$ cat config.mk
export PLATFORM = sky130hd
export DESIGN_NAME = dcache_replace_queue
export DESIGN_NICKNAME = d
export VERILOG_FILES = /design/src/rtl/dcache_replace_queue_pkg.sv /design/src/rtl/dcache_replace_queue_cam.sv /design/src/rtl/dcache_replace_queue.sv
export SDC_FILE = /design/constraint.sdc
export NUM_CORES = 1
export LEC_CHECK = 0
export ABC_AREA = 1
export CAP_MARGIN = 20
export CORE_MARGIN = 2
export CORE_UTILIZATION = 41
export CTS_BUF_LIST = sky130_fd_sc_hd__clkbuf_8
export DETAILED_ROUTE_END_ITERATION = 10
export SLEW_MARGIN = 20
export SYNTH_ARGS = -nofsm -noshare
export SYNTH_HDL_FRONTEND = slang
export SYNTH_SLANG_ARGS = --single-unit
$ cat constraint.sdc
create_clock -name clk -period 13.66 [get_ports clk]
set_clock_uncertainty 0.2 [all_clocks]
set_input_delay 1.366 -clock clk [delete_from_list [all_inputs] [get_ports clk]]
set_output_delay 1.366 -clock clk [all_outputs]
set_load 0.01 [all_outputs]
$ cat src/rtl/dcache_replace_queue_pkg.sv
// Shared types and constants for the DCache victim writeback queue.
package dcache_pkg;

  localparam int REPLACE_SIZE = 4;
  localparam int LINE_WORDS   = 8;
  localparam int XLEN         = 32;
  localparam int BLK_W        = 27;
  localparam int MISS_W       = 2;
  localparam int AXI_ID       = 1;

  localparam int PTR_W  = $clog2(REPLACE_SIZE);
  localparam int CNT_W  = PTR_W + 1;
  localparam int BEAT_W = $clog2(LINE_WORDS);
  localparam int OFF_W  = $clog2(LINE_WORDS * XLEN / 8);
  localparam int ADDR_W = BLK_W + OFF_W;
  localparam int LINE_W = LINE_WORDS * XLEN;
  localparam int STRB_W = XLEN / 8;
  localparam int ID_W   = 1;

  localparam logic [1:0]      BURST_INCR   = 2'b01;
  localparam logic [ID_W-1:0] DCACHE_WB_ID = ID_W'(AXI_ID);

  typedef struct packed {
    logic [BLK_W-1:0]  addr;
    logic [MISS_W-1:0] missIdx;
    logic [LINE_W-1:0] data;
  } ReplaceEntry;

  typedef enum logic [1:0] {
    RQ_IDLE,
    RQ_AW,
    RQ_W,
    RQ_B
  } rq_state_e;

  // Select one beat of a victim line; word 0 sits in the LSBs.
  function automatic logic [XLEN-1:0] line_word(input logic [LINE_W-1:0] line,
                                                input logic [BEAT_W-1:0] idx);
    return line[idx*XLEN +: XLEN];
  endfunction

endpackage

$ cat src/rtl/dcache_replace_queue_cam.sv
// Address-conflict lookup: does any pending victim (or the one arriving now) hold chk_addr?
module rq_addr_cam
  import dcache_pkg::*;
(
  input  logic                               en,
  input  logic [BLK_W-1:0]                   addr,
  input  logic [BLK_W-1:0]                   chk_addr,
  input  logic [REPLACE_SIZE-1:0]            valid,
  input  logic [REPLACE_SIZE-1:0][BLK_W-1:0] entry_addr,
  output logic                               conflict
);

  logic [REPLACE_SIZE-1:0] hit;

  generate
    for (genvar gi = 0; gi < REPLACE_SIZE; gi++) begin : g_cmp
      assign hit[gi] = valid[gi] && (entry_addr[gi] == chk_addr);
    end
  endgenerate

  // The same-cycle enqueue is bypassed so a fetch cannot slip past a victim being captured.
  assign conflict = (|hit) || (en && (addr == chk_addr));

endmodule

$ cat src/rtl/dcache_replace_queue.sv
// Victim writeback buffer: captures evicted dirty lines and drains them as AXI write bursts.
module dcache_replace_queue
  import dcache_pkg::*;
(
  input  logic                clk,
  input  logic                rst,
  input  logic                en,
  input  logic [BLK_W-1:0]    addr,
  input  logic [LINE_W-1:0]   data,
  input  logic [MISS_W-1:0]   missIdx,
  output logic                full,
  output logic                wend,
  output logic [MISS_W-1:0]   missIdx_o,
  input  logic [BLK_W-1:0]    chk_addr,
  output logic                chk_conflict,
  output logic                aw_valid,
  input  logic                aw_ready,
  output logic [ADDR_W-1:0]   aw_addr,
  output logic [7:0]          aw_len,
  output logic [2:0]          aw_size,
  output logic [1:0]          aw_burst,
  output logic [ID_W-1:0]     aw_id,
  output logic                w_valid,
  input  logic                w_ready,
  output logic [XLEN-1:0]     w_data,
  output logic [STRB_W-1:0]   w_strb,
  output logic                w_last,
  input  logic                b_valid,
  output logic                b_ready,
  input  logic [1:0]          b_resp
);

  localparam logic [BEAT_W-1:0] LAST_BEAT = BEAT_W'(LINE_WORDS - 1);

  rq_state_e                          state_reg;
  logic [PTR_W-1:0]                   head_reg, tail_reg;
  logic [CNT_W-1:0]                   count_reg, count_next;
  logic [REPLACE_SIZE-1:0]            valid_reg;
  logic [BEAT_W-1:0]                  beat_reg;
  logic                               full_reg, wend_reg;
  logic [MISS_W-1:0]                  missidx_reg;
  logic                               aw_valid_reg, w_valid_reg, w_last_reg;
  logic [ADDR_W-1:0]                  aw_addr_reg;
  logic [XLEN-1:0]                    w_data_reg;
  ReplaceEntry                        entry_mem [REPLACE_SIZE];
  ReplaceEntry                        head_entry;
  logic [REPLACE_SIZE-1:0][BLK_W-1:0] entry_addr;
  logic                               enq, deq;
  logic                               unused_b_resp;

  // Error responses have no recovery path, so b_resp is deliberately dropped.
  assign unused_b_resp = ^b_resp;

  assign enq        = en && !full_reg;
  assign deq        = (state_reg == RQ_B) && b_valid;
  assign head_entry = entry_mem[head_reg];

  generate
    for (genvar gi = 0; gi < REPLACE_SIZE; gi++) begin : g_addr
      assign entry_addr[gi] = entry_mem[gi].addr;
    end
  endgenerate

  // Occupancy after this cycle's enqueue and dequeue; both together leave it unchanged.
  always_comb begin
    count_next = count_reg;
    if (enq && !deq) begin
      count_next = count_reg + 1'b1;
    end else if (deq && !enq) begin
      count_next = count_reg - 1'b1;
    end
  end

  // Victim payload storage; no reset needed because valid_reg qualifies every entry.
  always_ff @(posedge clk) begin
    if (enq) begin
      entry_mem[tail_reg] <= '{addr: addr, missIdx: missIdx, data: data};
    end
  end

  // Pointers, occupancy, full flag and the capture acknowledge.
  always_ff @(posedge clk) begin
    if (!rst) begin
      head_reg    <= '0;
      tail_reg    <= '0;
      count_reg   <= '0;
      valid_reg   <= '0;
      full_reg    <= 1'b0;
      wend_reg    <= 1'b0;
      missidx_reg <= '0;
    end else begin
      wend_reg <= enq;
      if (enq) begin
        missidx_reg         <= missIdx;
        valid_reg[tail_reg] <= 1'b1;
        tail_reg            <= tail_reg + 1'b1;
      end
      // While not full, head and tail never coincide with a live entry, so these never collide.
      if (deq) begin
        valid_reg[head_reg] <= 1'b0;
        head_reg            <= head_reg + 1'b1;
      end
      count_reg <= count_next;
      full_reg  <= (count_next == CNT_W'(REPLACE_SIZE));
    end
  end

  // Writeback FSM: one serialised AW -> W burst -> B sequence per head entry.
  always_ff @(posedge clk) begin
    if (!rst) begin
      state_reg    <= RQ_IDLE;
      beat_reg     <= '0;
      aw_valid_reg <= 1'b0;
      aw_addr_reg  <= '0;
      w_valid_reg  <= 1'b0;
      w_data_reg   <= '0;
      w_last_reg   <= 1'b0;
    end else begin
      case (state_reg)
        RQ_IDLE: begin
          if (valid_reg[head_reg]) begin
            state_reg    <= RQ_AW;
            aw_valid_reg <= 1'b1;
            aw_addr_reg  <= {head_entry.addr, {OFF_W{1'b0}}};
          end
        end
        RQ_AW: begin
          if (aw_ready) begin
            state_reg    <= RQ_W;
            aw_valid_reg <= 1'b0;
            beat_reg     <= '0;
            w_valid_reg  <= 1'b1;
            w_data_reg   <= line_word(head_entry.data, '0);
            w_last_reg   <= (LINE_WORDS == 1);
          end
        end
        RQ_W: begin
          if (w_ready) begin
            if (beat_reg == LAST_BEAT) begin
              state_reg   <= RQ_B;
              w_valid_reg <= 1'b0;
              w_last_reg  <= 1'b0;
            end else begin
              beat_reg   <= beat_reg + 1'b1;
              w_data_reg <= line_word(head_entry.data, beat_reg + 1'b1);
              w_last_reg <= ((beat_reg + 1'b1) == LAST_BEAT);
            end
          end
        end
        RQ_B: begin
          if (b_valid) begin
            state_reg <= RQ_IDLE;
          end
        end
        default: state_reg <= RQ_IDLE;
      endcase
    end
  end

  rq_addr_cam u_cam (
    .en         (en),
    .addr       (addr),
    .chk_addr   (chk_addr),
    .valid      (valid_reg),
    .entry_addr (entry_addr),
    .conflict   (chk_conflict)
  );

  assign full      = full_reg;
  assign wend      = wend_reg;
  assign missIdx_o = missidx_reg;
  assign aw_valid  = aw_valid_reg;
  assign aw_addr   = aw_addr_reg;
  assign aw_len    = 8'(LINE_WORDS - 1);
  assign aw_size   = 3'($clog2(XLEN / 8));
  assign aw_burst  = BURST_INCR;
  assign aw_id     = DCACHE_WB_ID;
  assign w_valid   = w_valid_reg;
  assign w_data    = w_data_reg;
  assign w_strb    = {STRB_W{1'b1}};
  assign w_last    = w_last_reg;
  assign b_ready   = 1'b1;

endmodule

* Word level (Yosys, flattened, before mapping)
Memory sizes are Yosys's and may differ from the RTL's. A register that Yosys moved wholly into a read port is not among the register bits. Cells that the tools add are included.
Storage, ports and cells: register bits 82, memory bits (writable) 1140, memories kept 1, bits of input ports 320
Operators by class: add/sub/neg operators 5, reductions and logical operators 25, $lt $le $gt $ge 4, muxes and demuxes 39, bitwise logic cells 3, eq/ne operators 17, shifts and indexed selects 1
Memories:
- entry_mem | words 4, bits a word 285, read ports 5, clocked after Yosys merged registers in 1, write ports 1, RTL line dcache_replace_queue.sv:45 | ReplaceEntry entry_mem [REPLACE_SIZE];
Operators with widths (number):
- $shiftx 256x9->32 | 1
- $eq 27x27->1 | 5
- $mux 32 | 3
- $pmux 32 s2 | 1
- $mux 3 | 5
- $mux 2 | 7
- $mux 1 | 12
- $mux 4 | 3
- $ne 2x2->1 const B | 6
- $logic_and 1x1->1 | 11
- $eq 3x3->1 const B | 3
- $pmux 2 s4 | 1
- $reduce_and 4->1 | 2
- $add 3x1->3 const B | 2
- $lt 2x3->1 const B | 2
- $pmux 1 s2 | 3
- $pmux 3 s2 | 1
- $reduce_and 3->1 | 2
- $reduce_and 5->1 | 1
- $add 2x1->2 const B | 2
- $and 4x4->4 | 1
- $demux 1 s2 | 2
- $eq 2x2->1 const B | 2
- $ge 2x1->1 const B | 2
- 11 further kinds | 14

* Depth between registers and ports, before layout
Gate-level depths: netlist (run 1).
depth in word-level cells 9, mapped depth 14, depth with buffers taken out 12

* By module
From an unflattened synthesis (run 1), not the netlist that was laid out.
Second synthesis, totals: cell total of the unflattened synthesis 5425, area, all modules 53672.7 um2
By module, submodules not included:
- dcache_replace_queue | cells an instance 4869, instances 1, area each 51338.0 um2, seq. area each 35674.2 um2
- rq_addr_cam | cells an instance 556, instances 1, area each 2334.7 um2, seq. area each 0.0 um2

* Worst setup path before layout (run 1)
Ideal clock, no wire load.
path kind input to register, start point input en, end point register valid_reg[1], setup time 112 ps, path buffers 0, arrival 14612 ps, data required time 13348 ps, stages 6, path slack -1265 ps, cell sequence inv_1 -> nor2_1 -> clkinv_1 -> nor2_1 -> o21ai_0 -> a21oi_1
Between the ends: word-level cells in the longest chain between the ends 5
Ends and longest elaborated chain:
- from (decl) | RTL line dcache_replace_queue.sv:7 | input logic en,
- $logic_and 1x1->1 (*) | RTL line dcache_replace_queue.sv:54 | assign enq = en && !full_reg;
- $mux 4 (*) | RTL line dcache_replace_queue.sv:93 | if (enq) begin
- $mux 4 (*) | RTL line dcache_replace_queue.sv:83 | if (!rst) begin
- $and 4x4->4 (no source line)
- $mux 4 (*) | RTL line dcache_replace_queue.sv:99 | if (deq) begin
- to (signal assigned) | RTL line dcache_replace_queue.sv:87 | valid_reg <= '0;
- to (signal, indexed assignment) | RTL line dcache_replace_queue.sv:95 | valid_reg[tail_reg] <= 1'b1;
- to (signal, indexed assignment) | RTL line dcache_replace_queue.sv:100 | valid_reg[head_reg] <= 1'b0;
- to (decl) | RTL line dcache_replace_queue.sv:38 | logic [REPLACE_SIZE-1:0] valid_reg;
Mark *: on every way between the ends. The rest lies on a longest branch, timed or not. The select of a mux whose other input is x is not followed. A chain may end at the register's enable or synchronous reset.

* Worst setup path in the final report (run 1)
start point input chk_addr[11], end point output chk_conflict
Between the ends: word-level cells in the longest chain between the ends 4, elaborated cells on any way between the ends 12
Ends and longest elaborated chain:
- from (decl) | RTL line dcache_replace_queue.sv:14 | input logic [BLK_W-1:0] chk_addr,
- $eq 27x27->1 | RTL line dcache_replace_queue_cam.sv:17 | assign hit[gi] = valid[gi] && (entry_addr[gi] == chk_addr);
- $logic_and 1x1->1 | RTL line dcache_replace_queue_cam.sv:17
- $reduce_or 4->1 | RTL line dcache_replace_queue_cam.sv:22 | assign conflict = (|hit) || (en && (addr == chk_addr));
- $logic_or 1x1->1 (*) | RTL line dcache_replace_queue_cam.sv:22
- to (decl) | RTL line dcache_replace_queue.sv:15 | output logic chk_conflict,
Mark *: on every way between the ends. The rest lies on a longest branch, timed or not.

==> flow_summary.yaml, run 1 <==
run_status:
  status: "complete, no violations"
clock_tree:
  cts_sinks: 1216
  clk_latency_ps: 910
  cts_resized: 0
  cts_tree: "built"
  cts_root_buffer: "clkbuf_8"
  cts_setup_buffers: 0
  clk_pin_slew_ps: 60
  cts_hold_buffers: 0
  cts-htree-levels: 4
  clockBufferDepth: 3
  cts_made_buffers: 198
worst_setup_path:
  slowest_stage: "clkdlybuf4s50_1"
  rr_endpoint: "w_data[16]"
  crit_chain: "clkdlybuf4s50_1, clkinv_1, nand2_1, o21ai_0, or2_2, nor2_1, nand2_1, nor2_1, nand2_1, nand3_1, clkdlybuf4s50_1"
  worstPathRequired_ps: 12090
  r2r_slack_ps: 8970
  path_common_cell: "nand2_1"
  cpPeakStageDelay_ps: 570
  crit_end: "chk_conflict"
  setup.worst_path.class: "primary input to output pin"
  worstPathArrival_ps: 3860
  crit_path_start_kind: "primary input"
  crit_path_end_kind: "output pin"
  cp-startpoint: "chk_addr[11]"
  crit_path_max_fanout: 9
  reg2reg_depth: 11
power:
  pwr-share-comb: 0.205
  pwr-share-seq: 0.478
  p_int_mw: 6.38
  p_sw_frac: 0.317
  pwr-share-clk: 0.316
  peakVddDrop_v: 0.0000980
  p_sw_mw: 2.96
  cellPowerDensity_nw_per_um2: 151
  leakage_nw: 25.6
  power_mw: 9.34
cells_and_area:
  final_common_cell: "nand2_1"
  layout-drive-gt1-share: 0.0531
  syn_to_final_growth_pct: 16.4
  largest_reg_flops: 1132
  final_cell_mix: "nand2_1, edfxtp_1, inv_1, nand3_1, clkdlybuf4s50_1"
  nets: 6012
  fin_cells: 7596
timing:
  max_slew.worst_pin.slew_ps: 1110
  drv_slew: 0
  period_minus_slack_ps: 5430
  setup-tns-final_ps: 0
  max_freq_mhz: 184
  setup_violations: 0
  max_slew_margin: 0.261
  fin_crit_sh: 0.398
  rsz0062_at_grt: "false"
  hold_viol_final: 0
floorplan:
  rows: 132
  start_util: 0.413
  die_y_um: 365
  ioPinCount: 411
  die-area_um2: 133000
  core_um2: 129000
  dieWidth_um: 365
hold_path:
  hp-class: "flop to flop"
  worstHoldStart: "count_reg[2]"
logic_synthesis:
  yosysWarnings: 0
  syn_area_um2: 53300
  synth_top_area_share: 0.637
  synth.area.top_cells: "edfxtp_1, nand2_1, nand3_1, inv_1, dfxtp_1"
  synth-edff-count: 1132
  avgSynthCellArea_um2: 10.0
  syn_inst: 5318
  synth.largest_area_cell: "edfxtp_1"
  synth_seq_cells: 1216
  synth_ff_type: "edfxtp_1"
  synth_seq_area_share: 0.669
  yosysUniqueCellTypes: 35
  synth_async_sr_flop_share: 0
global_routing:
  grt_pass1_wl_um: 229000
  grt_overflow: 0
  grt_start_max_net_pins: 219
  grt_pass1_vias: 35000
  antenna_found_initial: 44
  track_usage: 0.236
routing:
  final_antenna_net_count: 0
  via_count: 37800
  first_iter_violations: 3307
  wl_per_cell_um: 21.0
  wirelength_um: 160000
  first_pass_iters: 5
  top_layer_used: "met5"
  dr_wl_met3_um: 13200
  drcViolationCount: 0
  viasPerCell: 4.97
  wl_met2_um: 74500
  wl_met1_um: 67400
placed_design:
  placed_cells: 7216
  portBuffers: 384
  place.gp.congestion: 0.927
  place_hpwl_um: 99600
run:
  cap_violations: 0
synthesized netlist by cell type, types with 34 or more instances:
library cell	n
dfxtp_1	84
nand3_1	746
buf_2	132
inv_1	789
o211ai_1	34
buf_4	55
edfxtp_1	1132
a21oi_1	51
nand2_1	1668
o21ai_0	188
clkbuf_1	71
nor2_1	214
power by group through the flow:
stage | combinational, mW | sequential, mW | clock [mW]
6_report | 1.92 | 4.47 | 2.96
5_1_grt | 2.10 | 4.48 | 3.18
4_1_cts | 1.93 | 4.46 | 3.02
3_5_place_dp | 1.91 | 4.54 | 0
3_3_place_gp | 1.90 | 4.53 | 0
2_1_floorplan | 1.05 | 4.56 | 0
kinds of logic after synthesis:
family	count (synthesis)	synth area share
xor gates and xnor gates	26	0.00427
and+or+nand+nor	2656	0.206
AOI/OAI and AO/OA	318	0.0321
DFF	1216	0.669
adders and majority gates	18	0.00422
buffers and inverters	1082	0.0850
other	2	0.000141
cell type report:
class	count	area, µm²
Fill cell	11800	67200
Clock inverter	155	821
Tap cell	1742	2180
Timing Repair Buffer	422	4220
Inverter	794	3010
Antenna cell	18	45.0
Multi-Input combinational cell	3042	13300
Sequential cell	1216	35700
Clock buffer	207	2850
critical path: cells and delay by family:
family | cells | cell delay [ps]
AO/OA/AOI/OAI | 1 | 90
AND/OR/NAND/NOR | 7 | 1020
buffers and inverters | 3 | 1370
per-layer routing:
| metal | vias up | global-route usage |
|---|---|---|
| met5 | - | 0 |
| met2 | 1278 | 0.379 |
| met3 | 258 | 0.0631 |
| li1 | 18100 | - |
| met4 | 22 | 0.0721 |
| met1 | 18100 | 0.313 |
per-stage QoR:
step | cell area (µm²) | hold WS, ps | setup WS [ps] | util
final | 62100 | 243 | 8230 | 0.480
after global routing | 62000 | 273 | 8170 | 0.480
after CTS | 62000 | 243 | 8320 | 0.480
after detailed placement | 58400 | 234 | 7660 | 0.451
after global placement | 58400 | 225 | 7680 | 0.451
after floorplan | 53400 | 210 | -1260 | -
worst min-delay path by stage:
stage / cells after the start / endpoint / slack [ps]
finish: 1 / count_reg[2] / 240
global route: 1 / count_reg[2] / 270
CTS: 1 / count_reg[2] / 240
detailed placement: 1 / count_reg[2] / 230
global placement: 1 / count_reg[2] / 220
floorplan: 1 / count_reg[2] / 210
Power figures use the tool's default switching activity.
==> run 2, diff against run 1 <==
==> constraint.sdc (replaced) <==
create_clock -name clk -period 5.63 [get_ports clk]
set_clock_uncertainty 0.2 [all_clocks]
set_input_delay 0.563 -clock clk [delete_from_list [all_inputs] [get_ports clk]]
set_output_delay 0.563 -clock clk [all_outputs]
set_load 0.01 [all_outputs]
==> run 2 against run 1 <==
Critical path depth is the same. Core utilization grew 0.99 points. Wire length grew 0.45%. Die area is the same. Worst hold slack lost 160 ps. Sequential power grew 140%.
==> flow_summary.yaml, run 2 (synthesis gave the netlist of run 1 again) <==
run_status:
  status: "complete, no violations"
cells_and_area:
  regArea_um2: 35700
  multi_input_area_um2: 13300
  final_common_cell: "nand2_1"
  syn_to_final_growth_pct: 18.8
  final_cell_mix: "nand2_1, edfxtp_1, inv_1, nand3_1, clkdlybuf4s50_1"
  nets: 6113
  fillers: 11700
  layout-drive-gt1-share: 0.0562
  utilization: 0.490
  largest_reg_flops: 1132
routing:
  via_count: 38100
  viasPerCell: 4.96
  first_iter_violations: 3598
  wirelength_um: 160000
  final_antenna_net_count: 0
  first_pass_iters: 5
  drcViolationCount: 0
  wl_per_cell_um: 20.8
global_routing:
  grt_pass1_wl_um: 234000
  grt_overflow: 0
  grt_pass1_vias: 36000
  track_usage: 0.239
  grt_start_max_net_pins: 236
  antenna_found_initial: 46
floorplan:
  start_util: 0.413
  die-area_um2: 133000
  dieWidth_um: 365
  die_y_um: 365
  core_um2: 129000
  rows: 132
  ioPinCount: 411
power:
  power_mw: 23.0
  p_sw_frac: 0.311
  pwr-share-comb: 0.208
  cellPowerDensity_nw_per_um2: 363
  leakage_nw: 26.1
  peakVddDrop_v: 0.000249
  p_sw_mw: 7.14
  p_int_mw: 15.8
  pwr-share-seq: 0.469
  pwr-share-clk: 0.322
worst_setup_path:
  crit_path_start_kind: "primary input"
  path_common_cell: "nand2_1"
  crit_chain: "clkdlybuf4s50_1, clkinv_1, nand2_1, o21ai_0, or2_2, nor2_1, nand2_1, nor2_1, nand2_1, nand3_1, clkdlybuf4s50_1"
  crit_path_end_kind: "output pin"
  crit_family: "buffers and inverters"
  worstPathArrival_ps: 2970
  slowest_stage: "clkdlybuf4s50_1"
  crit_buf_inv: 3
  worstPathRequired_ps: 4870
  setup.worst_path.class: "primary input to output pin"
  cpPeakStageDelay_ps: 560
  crit_path_max_fanout: 9
timing:
  setup-tns-final_ps: 0
  setup_violations: 0
  hold_viol_final: 0
  rsz0062_at_grt: "false"
  fin_crit_sh: 0.664
  drv_slew: 0
  max_slew_margin: 0.309
  max_slew.worst_pin.slew_ps: 1040
  period_minus_slack_ps: 3740
  max_freq_mhz: 268
  whs_ps: 81.7
  fin_ws_ps: 1890
clock_tree:
  cts_made_buffers: 203
  cts-htree-levels: 4
  clk_pin_slew_ps: 60
  cts_sinks: 1216
  cts_hold_buffers: 83
  cts_resized: 0
  clk_latency_ps: 920
  clockBufferDepth: 3
  cts_root_buffer: "clkbuf_8"
  cts_setup_buffers: 0
  cts_tree: "built"
placed_design:
  place.gp.congestion: 0.931
  portBuffers: 384
  place_hpwl_um: 101000
  dp_slack_ps: 1900
hold_path:
  hp-class: "primary input to flop"
run:
  cap_violations: 0
==> run 2: layout make-up <==
type,instances,share of cell area
multi-input cells,3042,0.209
diodes,21,0.000829
flip-flops and latches,1216,0.563
well taps,1742,0.0344
clock inverters,144,0.0129
repair buffers,518,0.0844
inverters,794,0.0478
clock buffers,216,0.0469
==> run 2: power by group through the flow <==
stage | Combinational (mW) | Sequential (mW) | Clock, mW
after global placement | 4.70 | 11.0 | 0
after CTS | 4.81 | 10.8 | 7.58
final | 4.79 | 10.8 | 7.41
after floorplan | 2.56 | 11.0 | 0
after detailed placement | 4.73 | 11.0 | 0
after global routing | 5.23 | 10.8 | 7.97
==> run 2: final timing paths <==
check	start	to	slack [ps]	cells past startpoint
max	chk_addr[11]	chk_conflict	1890	11
min	data[225]	entry_mem[2][225]	80	1
max reg2reg	beat_reg[0]	w_data[2]	2090	10
min reg2reg	count_reg[2]	count_reg[2]	240	1
==> run 2: layer usage <==
metal	global-route usage	vias up	wire length, µm
met5	0	-	190
met4	0.0788	30	4330
met3	0.0572	259	13300
met2	0.388	1316	76300
met1	0.315	18200	66100
li1	-	18300	-
==> run 2: stage by stage <==
stage	instances	cell area [µm²]
final	7693	63400
after global routing	7679	63300
after CTS	7672	63300
after detailed placement	7229	58700
after global placement	7229	58700
after floorplan	5340	53500
